===== src/rtl/bcd_pulse_burst.sv =====
// Stimulus transmitter: loads a 4-digit packed-BCD count and emits exactly that
// many fixed-width pulses on pulse_out, with registered busy/done/remaining/err status.
module bcd_pulse_burst #(
    parameter int HIGH_CYC = 4,
    parameter int LOW_CYC  = 4,
    parameter int CW       = 8
) (
    input  logic        clk,
    input  logic        rst,
    input  logic        start,
    input  logic [15:0] count_in,
    output logic        pulse_out,
    output logic        busy,
    output logic        done,
    output logic [15:0] remaining,
    output logic        err
);

    typedef enum logic [1:0] {
        IDLE,
        HIGH,
        LOW,
        DONE
    } state_t;

    localparam logic [CW-1:0] HIGH_LOAD = CW'(HIGH_CYC - 1);
    localparam logic [CW-1:0] LOW_LOAD  = CW'(LOW_CYC - 1);

    state_t        state, state_nxt;
    logic [CW-1:0] timer, timer_nxt;
    logic          pulse_nxt, busy_nxt, done_nxt, err_nxt;
    logic [15:0]   remaining_nxt;
    logic          count_valid;

    // Ripple BCD decrement: a zero digit wraps to 9 and borrows from the next digit.
    function automatic logic [15:0] bcd_dec(input logic [15:0] v);
        logic [15:0] r;
        logic        borrow;
        r      = v;
        borrow = 1'b1;
        for (int i = 0; i < 4; i++) begin
            if (borrow) begin
                if (v[4*i +: 4] == 4'd0) begin
                    r[4*i +: 4] = 4'd9;
                end else begin
                    r[4*i +: 4] = v[4*i +: 4] - 4'd1;
                    borrow      = 1'b0;
                end
            end
        end
        return r;
    endfunction

    assign count_valid = (count_in[3:0]   <= 4'd9) && (count_in[7:4]   <= 4'd9) &&
                         (count_in[11:8]  <= 4'd9) && (count_in[15:12] <= 4'd9);

    always_ff @(posedge clk) begin
        if (rst) begin
            state     <= IDLE;
            timer     <= '0;
            pulse_out <= 1'b0;
            busy      <= 1'b0;
            done      <= 1'b0;
            err       <= 1'b0;
            remaining <= 16'h0000;
        end else begin
            state     <= state_nxt;
            timer     <= timer_nxt;
            pulse_out <= pulse_nxt;
            busy      <= busy_nxt;
            done      <= done_nxt;
            err       <= err_nxt;
            remaining <= remaining_nxt;
        end
    end

    // Every output is computed here one cycle ahead, then registered above.
    always_comb begin
        state_nxt     = state;
        timer_nxt     = timer;
        pulse_nxt     = pulse_out;
        busy_nxt      = busy;
        done_nxt      = 1'b0;
        err_nxt       = err;
        remaining_nxt = remaining;

        case (state)
            IDLE: begin
                if (start) begin
                    if (!count_valid) begin
                        err_nxt = 1'b1;
                    end else if (count_in == 16'h0000) begin
                        err_nxt       = 1'b0;
                        remaining_nxt = 16'h0000;
                        done_nxt      = 1'b1;
                        state_nxt     = DONE;
                    end else begin
                        err_nxt       = 1'b0;
                        remaining_nxt = count_in;
                        pulse_nxt     = 1'b1;
                        busy_nxt      = 1'b1;
                        timer_nxt     = HIGH_LOAD;
                        state_nxt     = HIGH;
                    end
                end
            end

            HIGH: begin
                if (timer == '0) begin
                    pulse_nxt     = 1'b0;
                    remaining_nxt = bcd_dec(remaining);
                    timer_nxt     = LOW_LOAD;
                    state_nxt     = LOW;
                end else begin
                    timer_nxt = timer - CW'(1);
                end
            end

            // The low gap also follows the last pulse, so done lands after it.
            LOW: begin
                if (timer == '0) begin
                    if (remaining != 16'h0000) begin
                        pulse_nxt = 1'b1;
                        timer_nxt = HIGH_LOAD;
                        state_nxt = HIGH;
                    end else begin
                        busy_nxt  = 1'b0;
                        done_nxt  = 1'b1;
                        state_nxt = DONE;
                    end
                end else begin
                    timer_nxt = timer - CW'(1);
                end
            end

            DONE: begin
                state_nxt = IDLE;
            end

            default: begin
                state_nxt = IDLE;
            end
        endcase
    end

endmodule


===== config.mk =====
export PLATFORM = sky130hd
export DESIGN_NAME = bcd_pulse_burst
export DESIGN_NICKNAME = d
export VERILOG_FILES = /design/src/rtl/bcd_pulse_burst.sv
export SDC_FILE = /design/constraint.sdc
export NUM_CORES = 1
export LEC_CHECK = 0
export ABC_CLOCK_PERIOD_IN_PS = 2600
export BUFFER_PORTS_ARGS = -buffer_cell sky130_fd_sc_hd__buf_2
export CAP_MARGIN = 20
export CORE_UTILIZATION = 30
export CTS_CLUSTER_SIZE = 16
export DETAILED_ROUTE_END_ITERATION = 10
export RECOVER_POWER = 100
export SYNTH_ARGS = -nofsm -noshare
export SYNTH_HDL_FRONTEND = slang
export SYNTH_SLANG_ARGS = --single-unit

===== constraint.sdc =====
create_clock -name clk -period 2.6 [get_ports clk]
set_input_delay 0.65 -clock clk [delete_from_list [all_inputs] [get_ports clk]]
set_output_delay 0.65 -clock clk [all_outputs]
set_load 0.005 [all_outputs]

==> flow_summary_export.csv <==
group,metric,value,unit
setup_path,rr_endpoint,"timer[2]",
min_path,worstHoldPathCells,2,
setup_path,cp-end-kind,"register",
timing,tightest_slew,0.512,ns
clocking,cts_sinks,30,
drt,dr.pass1.iters,4,
logic_synthesis,synth-warning-count,0,
clocking,cts_buffer_depth,2,
clocking,cts-resized-gates,0,
global_routing,grt_pass1_vias,1970,
floorplan,die-area,0.00683,mm^2
global_routing,gr-usage-all-layers,0.185,
clocking,path_clk_slew,0.06,ns
drt,route.detailed.drc,0,
logic_synthesis,ys_seq_area_frac,0.308,
drt,drtIter0Drc,172,
finish,final_cell_mix,"dfxtp_1, nand2_1, o21ai_0",
global_routing,grt_overflow,0,
timing,hold_violations,0,
min_path,min_to,"busy",
drt,vias,2133,
finish,post-route-cell-area,0.00234,mm^2
timing,finalSetupViolCount,0,
logic_synthesis,yosys_most_used_dff,"dfxtp_1",
setup_path,r2r_cells,5,
drt,routedWlPerCell,15.5,um
finish,area_delta_synth_final,19.7,%
drt,routed_wl,5810,um
setup_path,max_stage_delay,0.50,ns
setup_path,critPathKind,"reg -> reg",
timing,fmax,445,MHz
clocking,h-tree-depth,2,
clocking,postCtsSetupRepairBufs,0,
clocking,cts_buffers,5,
logic_synthesis,synth_area,0.00195,mm^2
timing,maxSlewHeadroom,0.655,
finish,final_common_cell,"dfxtp_1",
global_routing,antenna_found_initial,0,
place,port_buffers,38,
logic_synthesis,ys_ff_latch,30,
drt,via_per_inst,5.70,
timing,setup-tns-final,0,ns
timing,rsz0062_at_grt,"false",
logic_synthesis,syn_inst,252,
setup_path,required,2.82,ns
logic_synthesis,ys_types,56,
power,peakVddDrop,0.000272,V
setup_path,rr_startpoint,"remaining[0]",
timing,drv_slew,0,
setup_path,rrSetupSlack,0.36,ns
power,power_density,707,mW/mm^2
global_routing,grt_max_degree,30,
timing,finalCritPeriodShare,0.863,
floorplan,die_w,82.7,um
run_status,status,"finished clean",
floorplan,start_util,0.309,
power,p_leak,0.000873,uW
logic_synthesis,synth_fp_nets,276,
place,post-dp-hpwl,4330,um
logic_synthesis,synth.avg_cell_area,7.75,um^2
setup_path,path_max_fanout,7,
clocking,clock_latency,0.28,ns
timing,finClkSkew,0.00316,ns
global_routing,grt_first_pass_wirelength,9530,um
min_path,hold_start,"busy",
setup_path,slowest_stage,"nor4_4",
logic_synthesis,async_reset_ff_frac,0,
floorplan,die_y,82.7,um
floorplan,ios,39,
setup_path,path_cells,"nor4_4, nand3_1, nor3_1, or2_0, a311o_1",
clocking,cts_tree,"built",
finish,drive_gt1_frac,0.158,
logic_synthesis,synth_edf_count,0,
finish,n_antenna_cell,0,
clocking,root_buffer,"clkbuf_8",
floorplan,core-area,0.00631,mm^2
logic_synthesis,yosysTopAreaCellShare,0.308,
logic_synthesis,synth_top_cells_by_area,"dfxtp_1, o21ai_0, nand2_1, a21oi_1, nor2_1",
finish,final_nets,321,
place,postPlaceCellArea,0.00229,mm^2
clocking,hold_buffers,0,
place,gp_congestion,0.839,
timing,period_minus_slack,2.24,ns
run,drv_cap,0,
floorplan,std_cell_rows,29,
setup_path,critPathArrivalTime,2.46,ns
drt,antenna_left,0,
min_path,holdCritPathClass,"reg -> reg",
setup_path,start_kind,"register",
logic_synthesis,yosysTopAreaCell,"dfxtp_1",
power,power,1650,uW
## per-layer routing
layer / global-route usage / vias up / part of all wire
met5: 0 / - / 0
met4: 0.0569 / 0 / 0.0062
met3: 0.0495 / 4 / 0.062
met2: 0.287 / 77 / 0.46
met1: 0.247 / 987 / 0.47
li1: - / 1065 / -
## cells in the mapped netlist, types with 2 or more instances
cell	instances
nand3_1	9
o32ai_1	2
mux2i_1	4
nor3_1	9
nand2_1	26
o31ai_1	2
a41oi_1	2
a21oi_1	18
a31oi_1	9
a21o_1	2
a211oi_1	3
nor2_1	20
a311o_1	6
o41ai_1	2
buf_2	3
nor4_2	2
or3_1	2
ha_1	5
o211a_1	2
a211o_1	2
a311oi_1	2
inv_1	8
dfxtp_1	30
nand4_1	4
clkbuf_1	12
nor3b_1	2
o211ai_1	5
nor4b_1	2
o21ai_0	23
nor4_1	8
## worst max-delay path: cells and delay by family, from the launching register on
family,cells,cell delay (ns)
and+or+nand+nor,4,1.53
DFF,1,0.40
AOI/OAI and AO/OA,1,0.24
## kinds of logic after synthesis
| family | count (synthesis) | synth area share |
|---|---|---|
| adders and majority gates | 5 | 0.0321 |
| buffers and inverters | 25 | 0.0500 |
| AOI/OAI and AO/OA | 89 | 0.308 |
| muxes | 5 | 0.0263 |
| DFF | 30 | 0.308 |
| and+or+nand+nor | 98 | 0.276 |
## stage by stage
step                      setup WS, ns  std cells   util  hold WS, ns
after floorplan                  0.442        252      -        0.467
after global placement           0.180        367  0.363        0.488
after detailed placement         0.196        367  0.363        0.488
after CTS                        0.417        374  0.376        0.510
after global routing            0.0964        374  0.370        0.542
final                            0.355        374  0.370        0.508
## sequential cells by signal, indices dropped and copies added, names as in the netlist
signal and cells:
state 2, remaining 16, pulse_out 1, busy 1, err 1, done 1
timer 8
## area by class of cell
cell class | count | area, um^2
Tap cell | 77 | 96.3
Inverter | 9 | 33.8
Fill cell | 683 | 3980
Clock buffer | 7 | 76.3
Sequential cell | 30 | 601
Timing Repair Buffer | 54 | 275
Multi-Input combinational cell | 197 | 1250
## how the worst max path moves through the flow
| stage | from | endpoint | slack (ns) |
|---|---|---|---|
| 6_report | remaining[0] | timer[2] | 0.36 |
| 5_1_grt | timer[0] | timer[2] | 0.1 |
| 4_1_cts | timer[0] | remaining[8] | 0.42 |
| 3_5_place_dp | count_in[1] | timer[2] | 0.20 |
| 3_3_place_gp | count_in[1] | timer[4] | 0.18 |
| 2_1_floorplan | count_in[5] | timer[2] | 0.44 |
## where the power goes
group          internal (uW)  leakage (uW)  switching (uW)  total (uW)
Clock                    184     0.0000383             167         351
Combinational            282      0.000591             454         737
Sequential               506      0.000244            58.3         565
Total                    973      0.000873             680        1650
No activity file was read; power rests on OpenSTA's default activity.
